### src/rtl/serial_adder.sv
`default_nettype none
// ============================================================================
// Module      : serial_adder
// Description : Multi-cycle adder/subtractor. Processes one DIGIT-bit slice
//               per clock, LSB slice first, with the inter-slice carry held
//               in a flop. start/busy/done handshake; returns sum, carry-out
//               and signed overflow.
// Revision    : 1.0 - initial release
// ============================================================================
module serial_adder #(
    parameter int WIDTH = 16,
    parameter int DIGIT = 4
) (
    input  logic             i_clk,
    input  logic             i_rst,
    input  logic             i_start,
    input  logic             i_sub,
    input  logic [WIDTH-1:0] i_a,
    input  logic [WIDTH-1:0] i_b,
    input  logic             i_x,
    output logic             o_busy,
    output logic             o_done,
    output logic [WIDTH-1:0] o_s,
    output logic             o_c,
    output logic             o_v
);

    localparam int c_N  = WIDTH / DIGIT;
    localparam int c_CW = (c_N > 1) ? $clog2(c_N) : 1;

    localparam logic [1:0] c_IDLE = 2'd0;
    localparam logic [1:0] c_RUN  = 2'd1;
    localparam logic [1:0] c_DONE = 2'd2;

    // The slice loop only covers the operand exactly when DIGIT divides WIDTH
    generate
        if ((WIDTH % DIGIT) != 0) begin : g_bad_digit
            $error("serial_adder: WIDTH must be a multiple of DIGIT");
        end
    endgenerate

    logic [1:0]       r_state_q, w_state_d;
    logic [WIDTH-1:0] r_a_q,     w_a_d;
    logic [WIDTH-1:0] r_b_q,     w_b_d;
    logic             r_cy_q,    w_cy_d;
    logic [WIDTH-1:0] r_res_q,   w_res_d;
    logic [c_CW-1:0]  r_cnt_q,   w_cnt_d;
    logic [WIDTH-1:0] r_s_q,     w_s_d;
    logic             r_c_q,     w_c_d;
    logic             r_v_q,     w_v_d;

    logic             w_accept;
    logic             w_last;
    int               w_base;
    logic [DIGIT-1:0] w_a_k;
    logic [DIGIT-1:0] w_b_k;
    logic [DIGIT:0]   w_slice;
    logic             w_cin_msb;

    assign w_accept = i_start && (r_state_q != c_RUN);
    assign w_last   = (r_cnt_q == c_CW'(c_N - 1));

    // Current slice sum; carry into the top bit recovered from the sum bit
    always_comb begin
        w_base    = int'(r_cnt_q) * DIGIT;
        w_a_k     = r_a_q[w_base +: DIGIT];
        w_b_k     = r_b_q[w_base +: DIGIT];
        w_slice   = {1'b0, w_a_k} + {1'b0, w_b_k} + {{DIGIT{1'b0}}, r_cy_q};
        w_cin_msb = w_a_k[DIGIT-1] ^ w_b_k[DIGIT-1] ^ w_slice[DIGIT-1];
    end

    // State register
    always_ff @(posedge i_clk) begin
        if (i_rst) begin
            r_state_q <= c_IDLE;
        end else begin
            r_state_q <= w_state_d;
        end
    end

    // Next-state logic
    always_comb begin
        w_state_d = r_state_q;
        case (r_state_q)
            c_IDLE:  w_state_d = w_accept ? c_RUN : c_IDLE;
            c_RUN:   w_state_d = w_last ? c_DONE : c_RUN;
            c_DONE:  w_state_d = w_accept ? c_RUN : c_IDLE;
            default: w_state_d = c_IDLE;
        endcase
    end

    // Output decode from state
    always_comb begin
        o_busy = (r_state_q == c_RUN);
        o_done = (r_state_q == c_DONE);
    end

    // Datapath: operand capture on accept, one slice per RUN cycle
    always_comb begin
        w_a_d   = r_a_q;
        w_b_d   = r_b_q;
        w_cy_d  = r_cy_q;
        w_res_d = r_res_q;
        w_cnt_d = r_cnt_q;
        w_s_d   = r_s_q;
        w_c_d   = r_c_q;
        w_v_d   = r_v_q;
        if (w_accept) begin
            // Subtract as A + ~B + ~borrow
            w_a_d   = i_a;
            w_b_d   = i_sub ? ~i_b : i_b;
            w_cy_d  = i_sub ? ~i_x : i_x;
            w_cnt_d = '0;
        end else if (r_state_q == c_RUN) begin
            w_res_d[w_base +: DIGIT] = w_slice[DIGIT-1:0];
            w_cy_d                   = w_slice[DIGIT];
            if (w_last) begin
                w_cnt_d = '0;
                w_s_d   = w_res_d;
                w_c_d   = w_slice[DIGIT];
                w_v_d   = w_cin_msb ^ w_slice[DIGIT];
            end else begin
                w_cnt_d = r_cnt_q + c_CW'(1);
            end
        end
    end

    // Datapath registers
    always_ff @(posedge i_clk) begin
        if (i_rst) begin
            r_a_q   <= '0;
            r_b_q   <= '0;
            r_cy_q  <= 1'b0;
            r_res_q <= '0;
            r_cnt_q <= '0;
            r_s_q   <= '0;
            r_c_q   <= 1'b0;
            r_v_q   <= 1'b0;
        end else begin
            r_a_q   <= w_a_d;
            r_b_q   <= w_b_d;
            r_cy_q  <= w_cy_d;
            r_res_q <= w_res_d;
            r_cnt_q <= w_cnt_d;
            r_s_q   <= w_s_d;
            r_c_q   <= w_c_d;
            r_v_q   <= w_v_d;
        end
    end

    assign o_s = r_s_q;
    assign o_c = r_c_q;
    assign o_v = r_v_q;

endmodule
`default_nettype wire

### config.mk
export PLATFORM = sky130hd
export DESIGN_NAME = serial_adder
export DESIGN_NICKNAME = d
export VERILOG_FILES = /design/src/rtl/serial_adder.sv
export SDC_FILE = /design/constraint.sdc
export NUM_CORES = 1
export LEC_CHECK = 0
export CORE_ASPECT_RATIO = 1.4
export CORE_UTILIZATION = 40
export DETAILED_ROUTE_END_ITERATION = 10
export PLACE_DENSITY_LB_ADDON = 0.15
export SYNTH_ARGS = -nofsm -noshare
export SYNTH_HDL_FRONTEND = slang
export SYNTH_SLANG_ARGS = --single-unit
export TNS_END_PERCENT = 100
### constraint.sdc
create_clock -name i_clk -period 3.65 [get_ports i_clk]
set_clock_uncertainty 0.15 [all_clocks]
set_input_delay 1.095 -clock i_clk [delete_from_list [all_inputs] [get_ports i_clk]]
set_output_delay 1.095 -clock i_clk [all_outputs]
set_load 0.02 [all_outputs]
==> impl_metrics.ini, run 1 <==
[pwr]
cellLeakagePower_nw = 1.56
power.internal_mw = 1.48
seq_power_share = 0.426
p_comb_frac = 0.133
swShare = 0.251
max-vdd-ir-drop_uv = 273
clock_power_share = 0.441
p_switching_mw = 0.495
power.density_nw_per_um2 = 463
p_total_mw = 1.97

[routing]
avgRoutedWirePerCell_um = 14.9
drtIter0Drc = 147
drc_errors = 0
viasPerCell = 5.18
num_vias = 2672
drt_first_pass_iters = 4
antenna_left = 0
wirelength_um = 7710

[clock_tree]
cts_root_buf = clkbuf_16
cts_buffers = 9
ctsHoldBuffers = 0
cts_setup_buffers = 0
htreeDepth = 3
cts.reportedPaths.clkPinSlew_ns = 0.06
worst_skew_pair.late_latency_ns = 0.33
cts_tree = built
post_cts_resized = 0
cts.sinks = 71
clockBufferDepth = 2

[final_layout]
synthToLayoutAreaGrowth_pct = 26.5
drive_above_1_share = 0.111
multi_input_area_sq_um = 1760
layout_common_cells = dfxtp_1, clkdlybuf4s50_1, nor2_1
nets = 457
n_antenna_cell = 0
fillers = 772
final_common_cell = dfxtp_1
seqCellArea_sq_um = 1420

[worst_hold_path]
holdPathStages = 2
hp-class = reg -> reg

[sta]
slew_viol_final = 0
rsz0062_at_grt = no
setup-violations-final = 0
post-route-period-util = 0.843
holdWs_ns = 0.301
finalHoldViolCount = 0
max_freq_mhz = 325
slew_headroom = 0.628
tightest_slew_ns = 0.556
min_period_ns = 3.08
setup_tns_ns = 0

[critical_path]
cp_common_cell = fa_1
crit_fanout = 6
max_stage_delay_ns = 0.57
arrival_ns = 3.15
cp.required_ns = 3.72
crit_type = reg -> reg
cp-start-kind = flop
end_kind = flop
cp_cell_sequence = mux4_2 -> fa_1 -> fa_1 -> nor2b_1 -> and3_1 -> a21oi_1 -> a211oi_1
reg2reg_depth = 7
cpMaxStageDelayCell = mux4_2

[global_routing]
grt_start_max_net_pins = 51
antenna_found_initial = 0
top_usage_layer = met2
grt_util_met3 = 0.0504
grt_usage = 0.195
grt_first_pass_wirelength_um = 13000
met2_usage = 0.341
grt_overflow = 0
grt_pass1_vias = 2692
met1_usage = 0.217

[floorplan]
die_height_um = 111
ios = 57
dieArea_sq_um = 8790
initial_utilization = 0.413
core_area_sq_um = 8150
die_w_um = 79.5
fp-row-count = 39

[synth]
synth_edf_count = 0
async_flop_share = 0
synth_cell_types = 44
syn-num-nets = 409
yosysSeqAreaShare = 0.422
yosys_warnings = 0
synth_area_sq_um = 3370
synth-seq-cells = 71
synth_flop_cell = dfxtp_1
netlist_instances = 361
syn_area_per_cell_sq_um = 9.32

[place]
dp_hpwl_um = 5570
gp_congestion = 0.795
io_buffers = 56

[run_status]
status = completed

[run]
cap_viol_max_count = 0
==> stage by stage <==
stage	cells	utilization	area, sq um	setup slack (ns)
5_1_grt	516	0.523	4260	0.354
3_3_place_gp	500	0.486	3960	0.565
4_1_cts	516	0.523	4260	0.509
2_1_floorplan	361	-	3370	0.630
3_5_place_dp	500	0.486	3960	0.535
6_report	516	0.523	4260	0.572
==> synthesized netlist by cell type (2+ instances only) <==
master    instances  share of area
a211oi_1         35          0.078
a211oi_2          3          0.011
a21o_1            2         0.0045
a21oi_1          29          0.043
a221oi_1          6          0.016
a22oi_1           4         0.0089
a31oi_1           2         0.0037
a32oi_1           2         0.0052
and2_1            3         0.0056
and3_1            2         0.0037
and4_1            2         0.0052
buf_2            10          0.015
buf_4             2         0.0045
buf_6             3          0.010
clkbuf_1          8         0.0089
dfxtp_1          71           0.42
fa_1              2          0.012
ha_1              9          0.033
inv_1             6         0.0067
mux4_2            8          0.054
nand2_1          45          0.050
nand3b_1          4         0.0089
nor2_1           49          0.055
nor2b_1           5         0.0093
nor3_1            6         0.0089
nor3_2            3         0.0089
o21ai_0           2         0.0030
o21ai_1           2         0.0030
o21bai_1          4         0.0089
xnor2_1          18          0.047
==> registers in the layout (all words and copies together) (netlist names), 2 cells and up <==
signal / flops
o_s: 16
r_a_q: 16
r_b_q: 16
r_res_q: 16
r_cnt_q: 2
r_state_q: 2
==> kinds of logic after synthesis <==
logic type                 count (synthesis)  share of synthesized area
xor gates and xnor gates                  20                     0.0543
muxes                                      8                     0.0535
buffers and inverters                     33                     0.0539
DFF                                       71                      0.422
adders and majority gates                 11                     0.0454
AOI/OAI and AO/OA                         93                      0.190
and+or+nand+nor                          125                      0.181
==> worst max-delay path, delay by kind of cell, from the launching register on <==
family | cells | cell delay, ns
fa+ha+maj | 2 | 0.98
flops | 1 | 0.51
simple gates | 2 | 0.40
compound gates | 2 | 0.36
mux | 1 | 0.57
==> cell type report <==
type | count | share of cell area
well taps | 102 | 0.0300
clock inverters | 6 | 0.0141
repair buffers | 62 | 0.144
multi-input cells | 257 | 0.414
inverters | 8 | 0.00823
clock buffers | 10 | 0.0561
flip-flops and latches | 71 | 0.334
==> power groups by stage <==
stage                     sequential [mW]  clock (mW)  combinational [mW]
after detailed placement            0.857           0               0.264
after global routing                0.844       0.927               0.291
after floorplan                     0.846           0               0.185
after global placement              0.855           0               0.259
final                               0.840       0.871               0.262
after CTS                           0.840       0.887               0.264
==> worst paths after layout <==
kind	to	from	slack, ns
setup / recovery	r_res_q[9]	r_cnt_q[0]	0.57
hold / removal	r_a_q[3]	r_a_q[3]	0.30
setup reg to reg	r_res_q[9]	r_cnt_q[0]	0.57
hold reg to reg	r_a_q[3]	r_a_q[3]	0.30
==> per-layer routing <==
metal	wire length [um]	up-vias
li1	-	1363
met1	3150	1247
met3	223	12
met2	4190	50
met5	0	-
met4	147	0
No activity file was read; power rests on OpenSTA's default activity.
==> run 2, diff against run 1 <==
==> constraint.sdc (replaced) <==
create_clock -name i_clk -period 3 [get_ports i_clk]
set_clock_uncertainty 0.15 [all_clocks]
set_input_delay 0.9 -clock i_clk [delete_from_list [all_inputs] [get_ports i_clk]]
set_output_delay 0.9 -clock i_clk [all_outputs]
set_load 0.02 [all_outputs]
==> run 2 against run 1 <==
Effect of this change: largest cell class unchanged; via count hardly changed; maximum frequency increased by 9.4%; global-route usage down 0.49 points; utilization is 0.20 points lower; routed wire length is 4.8% lower; non-clock buffer count is 3 higher.
==> impl_metrics.ini, run 2 (synthesized netlist as in run 1, its figures left out) <==
[clock_tree]
cts_setup_buffers = 0
htreeDepth = 3
cts.sinks = 71
worst_skew_pair.late_latency_ns = 0.33
cts_root_buf = clkbuf_16
cts.reportedPaths.clkPinSlew_ns = 0.05
post_cts_resized = 0
cts_tree = built
cts_buffers = 9
ctsHoldBuffers = 0
clockBufferDepth = 2

[critical_path]
crit_buf_inv = 0
arrival_ns = 2.91
reg2reg_depth = 7
crit_cells = 7
cp-start-kind = flop
r2r-start = r_cnt_q[0]
rr_endpoint = o_s[5]
cpMaxStageDelayCell = fa_1
reg2reg_slack_ns = 0.19
cp_common_cell = fa_1
crit_type = reg -> reg
max_stage_delay_ns = 0.55
cp_cell_sequence = mux4_2 -> fa_1 -> fa_1 -> nor2b_1 -> and4_1 -> a21oi_1 -> a211oi_1
cp_top_family = adder cells
cp.required_ns = 3.10
end_kind = flop
crit_fanout = 4

[worst_hold_path]
hp-start = r_a_q[15]
holdPathStages = 2
holdPathEnd = r_a_q[15]
hp-class = reg -> reg

[floorplan]
ios = 57
core_area_sq_um = 8150
initial_utilization = 0.413
dieArea_sq_um = 8790
die_w_um = 79.5
fp-row-count = 39
die_height_um = 111

[final_layout]
fin_util = 0.521
n_antenna_cell = 0
synthToLayoutAreaGrowth_pct = 26.1
nets = 460
seqCellArea_sq_um = 1420
layout_common_cells = dfxtp_1, clkdlybuf4s50_1, nor2_1
multi_input_area_sq_um = 1760
fillers = 776
final_cells = 518
drive_above_1_share = 0.108
final_common_cell = dfxtp_1
fin_area_sq_um = 4240

[global_routing]
antenna_found_initial = 0
grt_start_max_net_pins = 51
grt_pass1_vias = 2734
grt_usage = 0.190
grt_overflow = 0
grt_first_pass_wirelength_um = 12800

[pwr]
clock_power_share = 0.411
p_total_mw = 2.28
p_comb_frac = 0.142
swShare = 0.246
p_switching_mw = 0.560
cellLeakagePower_nw = 1.55
power.density_nw_per_um2 = 537
seq_power_share = 0.447
max-vdd-ir-drop_uv = 278
power.internal_mw = 1.72

[place]
gp_congestion = 0.894
postPlaceCellArea_sq_um = 3980
dp_hpwl_um = 5420
pre_cts_ws_ns = 0.174
io_buffers = 56
dp_cells = 503

[routing]
drt_first_pass_iters = 4
wirelength_um = 7340
drtIter0Drc = 102
antenna_left = 0
avgRoutedWirePerCell_um = 14.2
viasPerCell = 5.16
drc_errors = 0
num_vias = 2671

[sta]
slew_viol_final = 0
setup_tns_ns = 0
rsz0062_at_grt = no
finalHoldViolCount = 0
slew_headroom = 0.633
max_freq_mhz = 355
tightest_slew_ns = 0.549
fin_ws_ns = 0.185
post-route-period-util = 0.938
setup-violations-final = 0
holdWs_ns = 0.302
min_period_ns = 2.81

[run]
cap_viol_max_count = 0

[run_status]
status = completed
[run 2: power groups by stage]
stage                     logic, mW  registers [mW]  clock network, mW
after detailed placement      0.326            1.04                  0
after CTS                     0.327            1.02              0.957
after floorplan               0.225            1.03                  0
after global placement        0.323            1.04                  0
after global routing          0.360            1.02               1.00
final                         0.323            1.02              0.937
[run 2: area by class of cell]
cell class,instances,area share
multi-input combinational,257,0.416
inverter,8,0.00826
tap,102,0.0301
clock buffer,14,0.0599
timing repair buffer,65,0.150
sequential,71,0.335
clock inverter,1,0.00118
[run 2: worst max path at each step]
stage | from | slack [ns] | end
after floorplan | r_cnt_q[0] | 0.09 | r_res_q[5]
after global routing | r_cnt_q[0] | 0.02 | r_res_q[5]
after detailed placement | r_cnt_q[0] | 0.17 | o_s[5]
after CTS | r_cnt_q[0] | 0.19 | o_s[5]
after global placement | r_cnt_q[0] | 0.23 | o_s[5]
final | r_cnt_q[0] | 0.19 | o_s[5]
[run 2: worst reg2reg max path: stages, from the launching register on]
cell	delay, ns
dfxtp_2	0.37
mux4_2	0.52
fa_1	0.44
fa_1	0.55
nor2b_1	0.21
and4_1	0.21
a21oi_1	0.05
a211oi_1	0.23
[run 2: metal layers]
| metal | part of all wire | vias to the layer above | track usage |
|---|---|---|---|
| met3 | 0.036 | 17 | 0.0421 |
| li1 | - | 1377 | - |
| met5 | 0 | - | 0 |
| met4 | 0.025 | 0 | 0.0958 |
| met1 | 0.40 | 1224 | 0.207 |
| met2 | 0.54 | 53 | 0.337 |
